<file path="src/rtl/map_pkg.sv">
// Shared definitions for the map loader: cell codes, headings, default
// map geometry and the loader FSM state type.
package map_pkg;

    typedef logic [3:0] nibble_t;

    localparam logic [2:0] CELL_FREE   = 3'd0;
    localparam logic [2:0] CELL_WALL   = 3'd1;
    localparam logic [2:0] CELL_BLACK  = 3'd2;
    localparam logic [2:0] CELL_LIGHT  = 3'd3;
    localparam logic [2:0] CELL_MEDIUM = 3'd4;
    localparam logic [2:0] CELL_HEAVY  = 3'd5;

    localparam nibble_t HEAD_N = 4'd0;
    localparam nibble_t HEAD_W = 4'd1;
    localparam nibble_t HEAD_S = 4'd2;
    localparam nibble_t HEAD_E = 4'd3;

    localparam int DEF_COLS = 10;
    localparam int DEF_ROWS = 20;

    typedef enum logic [1:0] {
        S_IDLE,
        S_HDR,
        S_CELLS,
        S_COMMIT
    } state_t;

endpackage

</file>
<file path="src/rtl/map_loader_if.sv">
// Nibble stream handshake into the map loader, with a frame-start strobe.
interface map_loader_if;
    import map_pkg::*;

    logic    sof;
    logic    in_valid;
    nibble_t in_data;
    logic    in_ready;

    modport master (output sof, output in_valid, output in_data, input in_ready);
    modport slave  (input sof, input in_valid, input in_data, output in_ready);

endinterface

</file>
<file path="src/rtl/map_ram.sv">
// Map cell storage: one write port, one registered read port that returns
// WALL for out-of-range coordinates; asynchronously cleared by reset.
module map_ram
    import map_pkg::*;
#(
    parameter int COLS = DEF_COLS,
    parameter int ROWS = DEF_ROWS
) (
    input  logic                           clk,
    input  logic                           rst,
    input  logic                           we,
    input  logic [$clog2(COLS*ROWS)-1:0]   waddr,
    input  logic [2:0]                     wdata,
    input  logic                           rd_ok,
    input  logic [$clog2(COLS*ROWS)-1:0]   raddr,
    output logic [2:0]                     rd_cell
);

    localparam int unsigned DEPTH = COLS * ROWS;
    localparam int          AW    = $clog2(COLS*ROWS);

    logic [2:0] mem [DEPTH];

    // Read and write share the edge, so a same-cell read returns the old value.
    always_ff @(posedge clk or negedge rst) begin
        if (!rst) begin
            for (int unsigned i = 0; i < DEPTH; i++) begin
                mem[AW'(i)] <= CELL_FREE;
            end
            rd_cell <= '0;
        end else begin
            if (we) begin
                mem[waddr] <= wdata;
            end
            rd_cell <= rd_ok ? mem[raddr] : CELL_WALL;
        end
    end

endmodule

</file>
<file path="src/rtl/map_loader.sv">
// Loads a robot map frame (3 header nibbles + COLS*ROWS cell nibbles) into
// map storage and commits the robot pose atomically at end of frame.
module map_loader
    import map_pkg::*;
#(
    parameter int COLS = DEF_COLS,
    parameter int ROWS = DEF_ROWS
) (
    input  logic             clk,
    input  logic             rst,
    map_loader_if.slave      bus,
    input  logic [3:0]       rd_x,
    input  logic [4:0]       rd_y,
    output logic [2:0]       rd_cell,
    output logic [3:0]       xr,
    output logic [3:0]       yr,
    output logic [3:0]       dr,
    output logic             busy,
    output logic             frame_done,
    output logic             err
);

    localparam int AW = $clog2(COLS*ROWS);

    state_t        state;
    logic [1:0]    hcnt;
    nibble_t       sx, sy, sdir;
    logic          hdr_bad;
    logic [3:0]    cx;
    logic [4:0]    cy;
    logic          ready_q;

    logic          xfer;
    logic          last_cell;
    logic          cell_bad;
    logic          hdr_bad_now;
    logic          we;
    logic [AW-1:0] waddr;
    logic [AW-1:0] raddr;
    logic          rd_ok;

    assign bus.in_ready = ready_q;

    // A nibble presented on the sof cycle is never consumed.
    assign xfer        = bus.in_valid && ready_q && !bus.sof;
    assign last_cell   = (int'(cx) == COLS-1) && (int'(cy) == ROWS-1);
    assign cell_bad    = bus.in_data > {1'b0, CELL_HEAVY};
    assign hdr_bad_now = (int'(sx) >= COLS) || (int'(sy) >= ROWS) || (bus.in_data > HEAD_E);
    assign we          = (state == S_CELLS) && xfer;
    assign waddr       = AW'(cy) * AW'(COLS) + AW'(cx);
    assign raddr       = AW'(rd_y) * AW'(COLS) + AW'(rd_x);
    assign rd_ok       = (int'(rd_x) < COLS) && (int'(rd_y) < ROWS);

    map_ram #(
        .COLS(COLS),
        .ROWS(ROWS)
    ) u_map_ram (
        .clk    (clk),
        .rst    (rst),
        .we     (we),
        .waddr  (waddr),
        .wdata  (cell_bad ? CELL_FREE : bus.in_data[2:0]),
        .rd_ok  (rd_ok),
        .raddr  (raddr),
        .rd_cell(rd_cell)
    );

    always_ff @(posedge clk or negedge rst) begin
        if (!rst) begin
            state      <= S_IDLE;
            hcnt       <= '0;
            sx         <= '0;
            sy         <= '0;
            sdir       <= '0;
            hdr_bad    <= 1'b0;
            cx         <= '0;
            cy         <= '0;
            ready_q    <= 1'b0;
            busy       <= 1'b0;
            frame_done <= 1'b0;
            err        <= 1'b0;
            xr         <= '0;
            yr         <= '0;
            dr         <= '0;
        end else begin
            frame_done <= 1'b0;
            if (bus.sof) begin
                state   <= S_HDR;
                hcnt    <= '0;
                cx      <= '0;
                cy      <= '0;
                hdr_bad <= 1'b0;
                err     <= 1'b0;
                ready_q <= 1'b1;
                busy    <= 1'b1;
            end else begin
                case (state)
                    S_IDLE: ;
                    S_HDR: if (xfer) begin
                        hcnt <= hcnt + 2'd1;
                        case (hcnt)
                            2'd0:    sx <= bus.in_data;
                            2'd1:    sy <= bus.in_data;
                            default: begin
                                sdir    <= bus.in_data;
                                hdr_bad <= hdr_bad_now;
                                if (hdr_bad_now) err <= 1'b1;
                                state   <= S_CELLS;
                            end
                        endcase
                    end
                    S_CELLS: if (xfer) begin
                        if (cell_bad) err <= 1'b1;
                        if (last_cell) begin
                            // Pose and frame_done become visible together in COMMIT.
                            state      <= S_COMMIT;
                            ready_q    <= 1'b0;
                            frame_done <= 1'b1;
                            if (!hdr_bad) begin
                                xr <= sx;
                                yr <= sy;
                                dr <= sdir;
                            end
                        end else if (int'(cx) == COLS-1) begin
                            cx <= '0;
                            cy <= cy + 5'd1;
                        end else begin
                            cx <= cx + 4'd1;
                        end
                    end
                    S_COMMIT: begin
                        state <= S_IDLE;
                        busy  <= 1'b0;
                    end
                    default: state <= S_IDLE;
                endcase
            end
        end
    end

endmodule

</file>
<file path="src/flat_wrapper.sv">
// flat-port wrapper written by rule: the top's interface ports become plain ports
module map_loader_flat import map_pkg::*;
#(
    parameter int COLS = DEF_COLS,
    parameter int ROWS = DEF_ROWS
)
  (clk, rst, rd_x, rd_y, rd_cell, xr, yr, dr, busy, frame_done, err, bus_sof, bus_in_valid, bus_in_data, bus_in_ready);
  map_loader_if bus_i ();
  input  logic clk;
  input  logic rst;
  input  logic [3:0] rd_x;
  input  logic [4:0] rd_y;
  output logic [2:0] rd_cell;
  output logic [3:0] xr;
  output logic [3:0] yr;
  output logic [3:0] dr;
  output logic busy;
  output logic frame_done;
  output logic err;
  input wire logic [$bits(bus_i.sof)-1:0] bus_sof;
  input wire logic [$bits(bus_i.in_valid)-1:0] bus_in_valid;
  input wire logic [$bits(bus_i.in_data)-1:0] bus_in_data;
  output wire logic [$bits(bus_i.in_ready)-1:0] bus_in_ready;
  assign bus_i.sof = bus_sof;
  assign bus_i.in_valid = bus_in_valid;
  assign bus_i.in_data = bus_in_data;
  assign bus_in_ready = bus_i.in_ready;
  map_loader #(.COLS(COLS), .ROWS(ROWS)) u_core (.clk(clk), .rst(rst), .bus(bus_i), .rd_x(rd_x), .rd_y(rd_y), .rd_cell(rd_cell), .xr(xr), .yr(yr), .dr(dr), .busy(busy), .frame_done(frame_done), .err(err));
endmodule
</file>
<file path="config.mk">
export PLATFORM = sky130hd
export DESIGN_NAME = map_loader_flat
export DESIGN_NICKNAME = d
export VERILOG_FILES = /design/src/rtl/map_pkg.sv /design/src/rtl/map_loader_if.sv /design/src/rtl/map_ram.sv /design/src/rtl/map_loader.sv /design/src/flat_wrapper.sv
export SDC_FILE = /design/constraint.sdc
export NUM_CORES = 1
export LEC_CHECK = 0
export BUFFER_PORTS_ARGS = -buffer_cell sky130_fd_sc_hd__buf_4
export CAP_MARGIN = 0
export CORE_MARGIN = 2
export CORE_UTILIZATION = 25
export DETAILED_ROUTE_END_ITERATION = 10
export MAX_ROUTING_LAYER = met4
export RECOVER_POWER = 25
export SYNTH_ARGS = -nofsm -noshare
export SYNTH_HDL_FRONTEND = slang
export SYNTH_HIERARCHICAL = 1
export SYNTH_SLANG_ARGS = --single-unit
export TNS_END_PERCENT = 5
</file>
<file path="constraint.sdc">
create_clock -name clk -period 9 [get_ports clk]
set_input_delay 0.9 -clock clk [delete_from_list [all_inputs] [get_ports clk]]
set_output_delay 0.9 -clock clk [all_outputs]
set_load 0.01 [all_outputs]
</file>
Word level (Yosys, flattened, before mapping):

Index checks and enable logic that the tools add are counted.

* $add $sub $neg: 5
* multiply operators: 2
* div/mod/pow operators: 0
* $lt $le $gt $ge: 8
* equal/unequal tests: 14
* shift-type cells: 0
* multiplexer cells: 48
* bitwise gates (word level): 5
* reductions and logical operators: 29

Operators with widths (number)
* $bwmux 600: 1
* $mux 5: 5
* $bmux 3 s8: 1
* $demux 3 s8: 1
* $mux 1: 20
* $mux 4: 5
* $ge 9x9->1 const B: 2
* $not 8->9: 2
* $add 8x4->8: 2
* $mux 2: 8
* $reduce_and 4->1: 4
* $mux 3: 5
* $ne 3x2->1 const B: 5
* $mul 5x3->7 const B: 2
* $reduce_bool 2->1: 6
* $reduce_and 5->1: 2
* $lt 9x1->1 const B: 1
* $reduce_and 3->1: 3
* $logic_and 1x1->1: 6
* $pmux 2 s3: 1
* $reduce_and 6->1: 1
* $add 5x1->5 const B: 1
* $eq 5x5->1 const B: 1
* $lt 5x5->1 const B: 1
* other kinds (21): 25

* register bits: 645
* bits in latches: 0
* bits in writable memories: 0
* memory bits (read-only): 0
* output and inout bits: 19
* logic and storage cells: 327
* memories kept: 0

Depth between registers and ports, before layout:

Gate-level depths: netlist of the first run.

* depth in word-level cells: 8
* mapped depth: 13

Cells and area by module:

The synthesis of the first run kept the hierarchy.

Modules (own cells, without submodules)
* map_ram: instances 1, cells each 1986, area an instance 28378.5 um^2, seq. area each 15089.5 um^2
* map_loader: instances 1, cells each 215, area an instance 2531.2 um^2, seq. area each 1051.0 um^2

Worst setup path before layout of the first run:

OpenSTA, ideal clock, no wires.

* path type: flip-flop to flip-flop
* start point: register u_core.cy[1]
* end point: register u_core/u_map_ram/mem[24] (netlist bit)
* data arrival time: 3.369 ns
* data required time: 8.875 ns
* path slack: 5.506 ns
* stages on the path, launching flop included: 14
* period minus slack after synthesis: 3.494 ns
* cell sequence: dfrtp_1 > ha_1 > ha_1 > fa_1 > xor2_1 > o2111ai_1 > xnor2_1 > xnor2_1 > clkbuf_1 > nor2b_1 > clkbuf_1 > nand3_1 > nor2_1 > mux2_2

* longest elaborated chain between the ends: 8
* elaborated cells on any way between the ends: 9
* those cells by class: add/sub (1); mul (1); order compare (2); mux (3); bitwise (1); reduce/logical (1)

RTL lines
* start: declaration: line map_loader.sv:30 `logic [4:0] cy;`
* start signal: assignment: line map_loader.sv:126 `cy <= cy + 5'd1;`
* $mul 5x3->7 (*): line map_loader.sv:50 `assign waddr = AW'(cy) * AW'(COLS) + AW'(cx);`
* $add 8x4->8 (*): line map_loader.sv:50
* named net u_core.waddr[7]: line map_loader.sv:38 `logic [AW-1:0] waddr;`
* $not 8->9 (not written as such) (*): line map_ram.sv:33 `mem[waddr] <= wdata;`
* $ge 9x9->1 (not written as such) or $lt 9x1->1 (tied branches): line map_ram.sv:33
* $logic_and 1x1->1 (not written as such): line map_ram.sv:33
* $mux 3 (not written as such): line map_ram.sv:33
* $demux 3 s8 (*): line map_ram.sv:33
* $bwmux 600 (*): line map_ram.sv:33
* end signal: indexed assignment: line map_ram.sv:33
* end: declaration: line map_ram.sv:22 `logic [2:0] mem [DEPTH];`

Mark *: on every way through the listed nets, which the timed path passes. The rest lies on a longest branch.
A chain may end at the register's enable or synchronous reset.

==> impl_metrics.env, run 1 <==
export IMPL_dieArea_mm2=0.126
export IMPL_tns_ns=0
export IMPL_total_power_mw=6.48
export IMPL_fmax_mhz=193
export IMPL_yosysWarnings=6
export IMPL_switching_share=0.247
export IMPL_clock_path_buffers=3
export IMPL_yosys_area_top_type="dfrtp_1"
export IMPL_vias_per_cell=4.79
export IMPL_dp_hpwl_um=50100
export IMPL_gp_congestion=0.862
export IMPL_worstPathRequired_ns=8.68
export IMPL_pwr_share_clk=0.457
export IMPL_finalSetupViolations=0
export IMPL_synth_cells=2201
export IMPL_ctsHoldBuffers=0
export IMPL_power_density_mw_per_mm2=184
export IMPL_cp_num_buf_inv=2
export IMPL_crit_family="buffers and inverters"
export IMPL_drive_gt1_frac=0.431
export IMPL_ys_seq_area_frac=0.522
export IMPL_switching_power_mw=1.60
export IMPL_dr_total_vias=18587
export IMPL_cp_end_kind="async pin"
export IMPL_path_clk_slew_ns=0.06
export IMPL_cts_tree="done"
export IMPL_dpl_cell_area_mm2=0.0329
export IMPL_worstMarginPinSlew_ns=4.38
export IMPL_status="finished, violations left"
export IMPL_place_ws_ns=4.23
export IMPL_synth_nets=2245
export IMPL_synth_area_top_cells="dfrtp_1, mux2_2, mux4_2"
export IMPL_overflow=0
export IMPL_utilization=0.286
export IMPL_rsz0062_at_grt="false"
export IMPL_h_tree_depth=3
export IMPL_final_cells=3879
export IMPL_violations="max-capacitance violations, max-slew violations"
export IMPL_clock_root_buffer="clkbuf_16"
export IMPL_maxCapViolCount=3
export IMPL_antenna_found_initial=0
export IMPL_post_cts_setup_buffers=0
export IMPL_fin_nets=2236
export IMPL_ant_nets=0
export IMPL_p_leak_nw=16.2
export IMPL_p_int_mw=4.88
export IMPL_syn_area_mm2=0.0309
export IMPL_hp_class="primary input to async pin"
export IMPL_relSlewSlack=-1.92
export IMPL_io_buffer_count=35
export IMPL_cts_buffers_inserted=71
export IMPL_place_inst=3756
export IMPL_worst_path_max_fanout=173
export IMPL_synth_area_per_cell_um2=14.0
export IMPL_synth_seq_cells=645
export IMPL_layout_setup_ws_ns=3.83
export IMPL_route_detailed_drc=0
export IMPL_synth_top_cell_area_share=0.522
export IMPL_cts_resized=0
export IMPL_synth_cell_types=65
export IMPL_grt_pass1_wl_um=124000
export IMPL_worst_hold_slack_ns=0.326
export IMPL_cts_num_sinks=645
export IMPL_die_h_um=356
export IMPL_synthArstFlopShare=1.00
export IMPL_initial_utilization=0.251
export IMPL_hold_viol=0
export IMPL_antenna_cells=0
export IMPL_die_w_um=356
export IMPL_critPathKind="primary input to async pin"
export IMPL_routedWlPerCell_um=20.8
export IMPL_clock_skew_ns=0.0295
export IMPL_pwr_share_comb=0.085
export IMPL_area_growth_pct=14.0
export IMPL_ys_flop_type="dfrtp_1"
export IMPL_fillers=12403
export IMPL_synth_edf_count=0
export IMPL_coreArea_mm2=0.123
export IMPL_insertion_delay_ns=0.61
export IMPL_grt_max_degree=201
export IMPL_timing_final_crit_period_ns=5.17
export IMPL_crit_chain="buf_8, clkbuf_2"
export IMPL_period_share=0.574
export IMPL_gr_usage_all_layers=0.131
export IMPL_postRouteWirelength_um=80600
export IMPL_grt_pass1_vias=19263
export IMPL_slew_viol_final=496
export IMPL_dr_first_iter_drc_count=1427
export IMPL_cpMaxStageDelayCell="clkbuf_2"
export IMPL_critPathMaxStageDelay_ns=3.02
export IMPL_ios=36
export IMPL_rows=129
export IMPL_seqPwrFrac=0.458
export IMPL_max_vdd_ir_drop_mv=0.109
export IMPL_critPathLaunchType="primary input"
export IMPL_drt_pass1_iterations=5
export IMPL_cp_arrival_ns=4.85
export IMPL_final_cell_area_mm2=0.0352
==> cells in the mapped netlist (4+ instances only) <==
cell,count
a21o_1,8
a21oi_1,20
a221oi_1,4
a22oi_1,16
a31oi_1,8
a32oi_1,4
and2_1,5
and3_1,4
buf_2,15
buf_4,14
buf_6,9
clkbuf_1,111
dfrtp_1,645
fa_1,4
ha_1,23
inv_1,12
mux2_2,625
mux2_4,10
mux2i_1,58
mux4_2,133
nand2_1,140
nand2b_1,10
nand3_1,24
nand3b_1,4
nand4_1,7
nor2_1,162
nor2b_1,13
nor3_1,13
nor4_1,5
o2111ai_1,7
o211ai_1,5
o21ai_0,10
o221ai_1,4
o22ai_1,5
xnor2_1,12
xor2_1,7
==> power by group through the flow <==
stage	registers (mW)	clock network (mW)	logic, mW
global route	2.97	3.15	0.591
finish	2.97	2.96	0.551
floorplan	3.01	0	0.328
CTS	2.97	3.03	0.558
detailed placement	3.02	0	0.557
global placement	3.02	0	0.553
==> metal layers <==
metal	GRT usage	share of wire	up-vias
met5	-	0	-
met4	0.0399	0.027	0
met3	0.0276	0.057	137
met2	0.197	0.46	454
met1	0.177	0.46	9953
li1	-	-	8043
==> registers in the layout, indices dropped and copies added, names as in the netlist, 4 cells and up <==
name / cells
u_core/xr: 4
u_core/cy: 5
u_core/dr: 4
u_core/cx: 4
u_core/u_map_ram/mem: 600
u_core/sy: 4
u_core/sdir: 4
u_core/yr: 4
u_core/sx: 4
==> area by class of cell <==
class	count	area, um2	area share
well taps	1637	2050	0.0581
inverters	13	48.8	0.00138
repair buffers	71	578	0.0164
flip-flops and latches	645	16100	0.458
clock inverters	18	248	0.00703
clock buffers	105	2110	0.0598
multi-input cells	1390	14100	0.399
==> final timing paths <==
check                     from                           to  slack, ns  cells past startpoint
min reg2reg        u_core/busy                  u_core/busy       0.49                      1
max reg2reg       u_core/cy[1]     u_core/u_map_ram/mem[60]       4.83                     12
min                        rst    u_core/u_map_ram/mem[168]       0.33                      1
max                        rst      u_core/u_map_ram/mem[5]       3.83                      2
min in group clk   u_core/busy                  u_core/busy       0.49                      1
max in group clk       rd_y[0]  u_core/u_map_ram/rd_cell[0]       4.69                     10
==> placed cells by master, fill, tap and decap left out, types with 20 or more instances in the layout <==
master	Yosys	final
a21oi_1	20	20
buf_4	14	63
clkbuf_16	0	73
dfrtp_1	645	645
ha_1	23	22
mux2_2	625	625
mux2i_1	58	58
mux4_2	133	133
nand2_1	140	141
nand3_1	24	24
nor2_1	162	161
==> kinds of logic after synthesis <==
kind of cell / after synthesis / share of synthesized area
compound gates: 107 / 0.0246
mux: 829 / 0.351
buf+inv: 166 / 0.0251
xor+xnor: 19 / 0.00538
flops: 645 / 0.522
simple gates: 408 / 0.0601
fa+ha+maj: 27 / 0.0119
Power figures use the tool's default switching activity.
==> run 2, diff against run 1 <==
--- a/config.mk
+++ b/config.mk
@@ -5,6 +5,7 @@
 export SDC_FILE = /design/constraint.sdc
 export NUM_CORES = 1
 export LEC_CHECK = 0
+export ABC_AREA = 1
 export BUFFER_PORTS_ARGS = -buffer_cell sky130_fd_sc_hd__buf_4
 export CAP_MARGIN = 0
 export CORE_MARGIN = 2
==> constraint.sdc (replaced) <==
create_clock -name clk -period 4.83 [get_ports clk]
set_input_delay 0.483 -clock clk [delete_from_list [all_inputs] [get_ports clk]]
set_output_delay 0.483 -clock clk [all_outputs]
set_load 0.01 [all_outputs]
==> run 2 against run 1 <==
Final area decreased by 0.76%. Synthesized cell count increased by 79%. Routed wire length increased by 16%. Critical path type is now flip-flop to flip-flop. Largest power group unchanged. Flip-flop and latch count unchanged. Clock skew decreased by 0.014 ns. Via count increased by 43%. Register-to-register slack got worse by 3.6 ns. Critical endpoint is now u_core/u_map_ram/mem[84]. Sequential power increased by 94%. Core utilization about the same. The run still ends with max-capacitance violations, max-slew violations left. Synthesized area decreased by 0.24%.
==> impl_metrics.env, run 2 <==
export IMPL_status="finished, violations left"
export IMPL_violations="max-capacitance violations, max-slew violations"
export IMPL_cts_num_sinks=645
export IMPL_dr_total_vias=26554
export IMPL_io_buffer_count=35
export IMPL_layout_setup_ws_ns=1.23
export IMPL_fmax_mhz=278
export IMPL_max_vdd_ir_drop_mv=0.277
export IMPL_worst_path_max_fanout=12
export IMPL_relSlewSlack=-1.04
export IMPL_place_inst=5442
export IMPL_maxCapViolCount=1
export IMPL_grt_pass1_vias=25467
export IMPL_antenna_cells=0
export IMPL_gr_usage_all_layers=0.152
export IMPL_drt_pass1_iterations=5
export IMPL_power_density_mw_per_mm2=380
export IMPL_min_from="bus_in_data[0]"
export IMPL_antenna_found_initial=0
export IMPL_cts_tree="done"
export IMPL_drive_gt1_frac=0.0589
export IMPL_hp_class="primary input to flip-flop"
export IMPL_worstPathRequired_ns=5.31
export IMPL_worstMarginPinSlew_ns=3.06
export IMPL_vias_per_cell=4.77
export IMPL_path_clk_slew_ns=0.06
export IMPL_cpMaxStageDelayCell="nor2_4"
export IMPL_grt_max_degree=180
export IMPL_clock_root_buffer="clkbuf_16"
export IMPL_clock_skew_ns=0.0153
export IMPL_layout_common_cells="nand2_1, o21ai_0, dfrtp_1, nand3_1, nor2_1"
export IMPL_final_cells=5562
export IMPL_ant_nets=0
export IMPL_seqPwrFrac=0.434
export IMPL_routedWlPerCell_um=16.9
export IMPL_switching_power_mw=3.93
export IMPL_synth_area_top_cells="dfrtp_1, nand2_1, o21ai_0"
export IMPL_synth_cells=3942
export IMPL_synth_top_cell_area_share=0.523
export IMPL_ys_flop_type="dfrtp_1"
export IMPL_syn_area_mm2=0.0308
export IMPL_timing_final_crit_period_ns=3.60
export IMPL_h_tree_depth=3
export IMPL_initial_utilization=0.253
export IMPL_synth_area_per_cell_um2=7.82
export IMPL_area_growth_pct=13.4
export IMPL_finalSetupViolations=0
export IMPL_ys_seq_area_frac=0.523
export IMPL_pwr_share_clk=0.407
export IMPL_route_detailed_drc=0
export IMPL_p_leak_nw=15.1
export IMPL_ios=36
export IMPL_synth_seq_cells=645
export IMPL_grt_pass1_wl_um=149000
export IMPL_synth_edf_count=0
export IMPL_cp_arrival_ns=4.08
export IMPL_postRouteWirelength_um=93700
export IMPL_yosysWarnings=6
export IMPL_tns_ns=0
export IMPL_layout_commonest_cell="nand2_1"
export IMPL_overflow=0
export IMPL_crit_top_cell="nand2_1"
export IMPL_dieArea_mm2=0.126
export IMPL_synth_cell_types=41
export IMPL_coreArea_mm2=0.122
export IMPL_critPathMaxStageDelay_ns=0.76
export IMPL_r2r_start="u_core/cy[2]"
export IMPL_top_regs="u_core/u_map_ram/mem (600), u_core/cy (5)"
export IMPL_total_power_mw=13.3
export IMPL_cts_buffers_inserted=70
export IMPL_insertion_delay_ns=0.62
export IMPL_die_h_um=355
export IMPL_hold_viol=0
export IMPL_rsz0062_at_grt="false"
export IMPL_post_synth_top_count_cell="nand2_1"
export IMPL_period_share=0.746
export IMPL_place_ws_ns=1.25
export IMPL_synthTopCellsByCount="nand2_1, o21ai_0, dfrtp_1, nand3_1, nor2_1"
export IMPL_cp_startpoint="u_core/cy[2]"
export IMPL_fin_nets=3934
export IMPL_critPathLaunchType="flip-flop"
export IMPL_clock_path_buffers=3
export IMPL_synth_nets=3986
export IMPL_synthArstFlopShare=1.00
export IMPL_gp_congestion=0.846
export IMPL_dp_hpwl_um=55400
export IMPL_yosys_area_top_type="dfrtp_1"
export IMPL_die_w_um=355
export IMPL_cp_end_kind="flip-flop"
export IMPL_critPathKind="flip-flop to flip-flop"
export IMPL_dr_first_iter_drc_count=2502
export IMPL_pwr_share_comb=0.159
export IMPL_rows=128
export IMPL_worst_hold_slack_ns=0.198
export IMPL_slew_viol_final=109
export IMPL_p_int_mw=9.35
export IMPL_crit_chain="ha_1, ha_1, xnor2_1, nand2_1, nor2_4, nand2_1, nand2_1, o21ai_0"
export IMPL_largest_register_ffs=600
export IMPL_switching_share=0.296
export IMPL_largest_register="u_core/u_map_ram/mem"
==> run 2: cell families after synthesis <==
group | after synthesis | share of synthesized area
compound gates | 717 | 0.119
xor+xnor | 13 | 0.00369
simple gates | 2207 | 0.292
fa+ha+maj | 27 | 0.0119
buf+inv | 333 | 0.0499
flops | 645 | 0.523
==> run 2: layer usage <==
layer  share of wire  track usage
met5               0            -
met4           0.030       0.0453
met3           0.067       0.0289
met2            0.45        0.232
met1            0.46        0.204
==> run 2: timing repair <==
item                                   CTS  global route
buffers inserted                         0             0
gates resized for setup                  0             0
hold buffers                             1             0
endpoints found under the hold margin    2             0
==> run 2: path summary, 6_finish.rpt <==
| kind | to | slack [ns] | cells after the start |
|---|---|---|---|
| max in group asynchronous | u_core/u_map_ram/mem[78] | 1.30 | 3 |
| min in group asynchronous | u_core/u_map_ram/mem[113] | 1.35 | 2 |
| max reg2reg | u_core/u_map_ram/mem[84] | 1.23 | 8 |
| min reg2reg | u_core/busy | 0.47 | 2 |
| min | u_core/sy[0] | 0.20 | 3 |
| max | u_core/u_map_ram/mem[84] | 1.23 | 8 |
==> run 2: power groups by stage <==
stage	Combinational, mW	Sequential (mW)	Clock, mW
CTS	2.11	5.76	5.51
detailed placement	2.11	5.85	0
finish	2.11	5.76	5.41
global route	2.33	5.78	5.74
floorplan	1.29	5.81	0
global placement	2.10	5.85	0
==> run 2: layout make-up <==
| class | instances | area [um2] |
|---|---|---|
| fillers | 13184 | 87100 |
| flip-flops and latches | 645 | 16100 |
| multi-input cells | 2964 | 13200 |
| clock buffers | 103 | 2120 |
| well taps | 1625 | 2030 |
| repair buffers | 100 | 850 |
| inverters | 109 | 434 |
| clock inverters | 16 | 159 |
==> run 2: metrics by stage <==
stage | util | area [um2]
after CTS | 0.288 | 35100
after floorplan | - | 30800
final | 0.287 | 35000
after global routing | 0.287 | 35000
after global placement | 0.269 | 32800
after detailed placement | 0.269 | 32800
==> run 2: worst max-delay path, delay by kind of cell (launching register included) <==
kind	cells	cell delay, ns
DFF	1	0.51
adders and majority gates	2	0.63
AOI/OAI and AO/OA	1	0.09
and+or+nand+nor	4	1.56
xor gates and xnor gates	1	0.67
==> run 3, diff against run 2 <==
==> constraint.sdc (replaced) <==
create_clock -name clk -period 3.1 [get_ports clk]
set_input_delay 0.31 -clock clk [delete_from_list [all_inputs] [get_ports clk]]
set_output_delay 0.31 -clock clk [all_outputs]
set_load 0.01 [all_outputs]
==> run 3 against run 2 <==
The flow still finishes with violations (max-capacitance violations, max-slew violations). Setup slack worse by 1.1 ns. Count of clock-buffer cells in the layout increased by 1. Die area stayed put. Core utilization grew 0.98 points. Fmax is 22% higher. Clock power is 56% higher. First-iteration DRC count rose by 11%. Final cell count up 1.6%. Hold slack worse by 0.17 ns. Critical path type unchanged. Largest cell class unchanged.
==> impl_metrics.env, run 3 (same netlist as run 2, synthesis figures left out) <==
export IMPL_ios=36
export IMPL_overflow=0
export IMPL_drive_gt1_frac=0.0887
export IMPL_route_detailed_drc=0
export IMPL_finalSetupViolations=0
export IMPL_slew_viol_final=79
export IMPL_cp_num_buf_inv=2
export IMPL_die_h_um=355
export IMPL_clock_path_buffers=3
export IMPL_largest_register="u_core/u_map_ram/mem"
export IMPL_insertion_delay_ns=0.63
export IMPL_worstMarginPinSlew_ns=2.55
export IMPL_layout_common_cells="nand2_1, dfrtp_1, o21ai_0, nand3_1, buf_4"
export IMPL_ff2ff_setup_slack_ns=0.15
export IMPL_post_cts_setup_buffers=0
export IMPL_io_buffer_count=35
export IMPL_area_growth_pct=17.3
export IMPL_status="finished, violations left"
export IMPL_hold_viol=0
export IMPL_worstReg2RegEnd="u_core/u_map_ram/mem[460]"
export IMPL_cp_arrival_ns=3.43
export IMPL_grt_pass1_wl_um=150000
export IMPL_worstPathRequired_ns=3.58
export IMPL_critPathLaunchType="flip-flop"
export IMPL_min_from="bus_in_data[3]"
export IMPL_dp_hpwl_um=58300
export IMPL_maxCapViolCount=1
export IMPL_grt_max_degree=122
export IMPL_routedWlPerCell_um=16.7
export IMPL_clock_root_buffer="clkbuf_16"
export IMPL_crit_chain="ha_1, ha_1, fa_1, xor2_1, nand2_1, nor2_1, buf_4, buf_12, nand2_1, nand2_1, o21ai_0"
export IMPL_cts_tree="done"
export IMPL_dr_first_iter_drc_count=2778
export IMPL_gr_usage_all_layers=0.153
export IMPL_rows=128
export IMPL_power_density_mw_per_mm2=583
export IMPL_period_share=0.952
export IMPL_largest_register_ffs=600
export IMPL_tns_ns=0
export IMPL_whs_endpoint="u_core/sdir[3]"
export IMPL_hp_class="primary input to flip-flop"
export IMPL_layout_commonest_cell="nand2_1"
export IMPL_fillers=13111
export IMPL_dr_total_vias=26791
export IMPL_die_w_um=355
export IMPL_fin_nets=4015
export IMPL_rsz0062_at_grt="true"
export IMPL_cp_end_kind="flip-flop"
export IMPL_h_tree_depth=3
export IMPL_coreArea_mm2=0.122
export IMPL_r2r_cells=11
export IMPL_worst_path_max_fanout=11
export IMPL_r2r_start="u_core/cy[1]"
export IMPL_grt_pass1_vias=25993
export IMPL_cpMaxStageDelayCell="fa_1"
export IMPL_cts_buffers_inserted=70
export IMPL_vias_per_cell=4.74
export IMPL_critPathKind="flip-flop to flip-flop"
export IMPL_relSlewSlack=-0.701
export IMPL_critPathMaxStageDelay_ns=0.56
export IMPL_utilization=0.296
export IMPL_violations="max-capacitance violations, max-slew violations"
export IMPL_max_vdd_ir_drop_mv=0.394
export IMPL_fmax_mhz=339
export IMPL_postRouteWirelength_um=94500
export IMPL_clock_skew_ns=0.0261
export IMPL_drt_pass1_iterations=6
export IMPL_dieArea_mm2=0.126
export IMPL_crit_top_cell="nand2_1"
export IMPL_initial_utilization=0.253
export IMPL_worst_hold_slack_ns=0.0310
export IMPL_antenna_found_initial=1
export IMPL_gp_congestion=0.882
export IMPL_top_regs="u_core/u_map_ram/mem (600), u_core/cy (5)"
export IMPL_path_clk_slew_ns=0.06
export IMPL_holdPathStages=3
export IMPL_p_leak_nw=15.8
export IMPL_crit_family="adder cells"
export IMPL_cts_num_sinks=645
export IMPL_ant_nets=0
export IMPL_timing_final_crit_period_ns=2.95
export IMPL_cp_startpoint="u_core/cy[1]"
## run 3: timing repair
item,CTS,global route
endpoints found under the hold margin,72,0
gates resized for setup,0,30
endpoints found under the setup margin,0,600
hold buffers,2,0
## run 3: metal layers
| metal | GRT usage | share of wire | vias up | wire (um) |
|---|---|---|---|---|
| met2 | 0.237 | 0.45 | 776 | 42700 |
| met5 | - | 0 | - | 0 |
| met3 | 0.0232 | 0.062 | 146 | 5880 |
| met4 | 0.0368 | 0.021 | 0 | 1970 |
| met1 | 0.210 | 0.46 | 12938 | 43900 |
| li1 | - | - | 12931 | - |
## run 3: report_power, final
part / total [mW] / switching (mW) / internal (mW)
Clock: 8.44 / 3.53 / 4.91
Sequential: 8.95 / 0.219 / 8.73
Combinational: 3.71 / 2.55 / 1.16
Total: 21.1 / 6.30 / 14.8
## run 3: worst max path at each step
stage / endpoint / slack, ns / depth (start not counted)
floorplan: u_core/u_map_ram/mem[0] / 0.20 / 11
global placement: u_core/u_map_ram/rd_cell[1] / -0.14 / 13
detailed placement: u_core/u_map_ram/rd_cell[1] / -0.03 / 13
CTS: u_core/u_map_ram/mem[289] / 0.07 / 13
global route: u_core/u_map_ram/mem[391] / -0.04 / 12
finish: u_core/u_map_ram/mem[460] / 0.15 / 11
## run 3: through the flow
| stage | power [mW] | setup WS, ns | instance area (um2) | std cells |
|---|---|---|---|---|
| 2_1_floorplan | 11.1 | 0.195 | 30800 | 3942 |
| 3_3_place_gp | 12.7 | -0.136 | 33800 | 5521 |
| 3_5_place_dp | 12.8 | -0.0282 | 33800 | 5521 |
| 4_1_cts | 21.3 | 0.0709 | 36100 | 5647 |
| 5_1_grt | 22.0 | -0.0415 | 36200 | 5649 |
| 6_report | 21.1 | 0.150 | 36200 | 5650 |
## run 3: cell type report
cell class                 count  area (um2)  share of cell area
antenna                        2        5.00            0.000138
multi-input combinational   2964       13300               0.369
clock inverter                20         200             0.00554
clock buffer                 104        2080              0.0576
sequential                   645       16100               0.446
tap                         1625        2030              0.0562
inverter                     109         434              0.0120
timing repair buffer         181        1940              0.0535
## run 3: worst register-to-register path, stage by stage (launching register included)
cell and delay, ns:
dfrtp_1 0.38, ha_1 0.30, ha_1 0.23, fa_1 0.56, xor2_1 0.37, nand2_1 0.20
nor2_1 0.15, buf_4 0.18, buf_12 0.15, nand2_1 0.13, nand2_1 0.10, o21ai_0 0.07
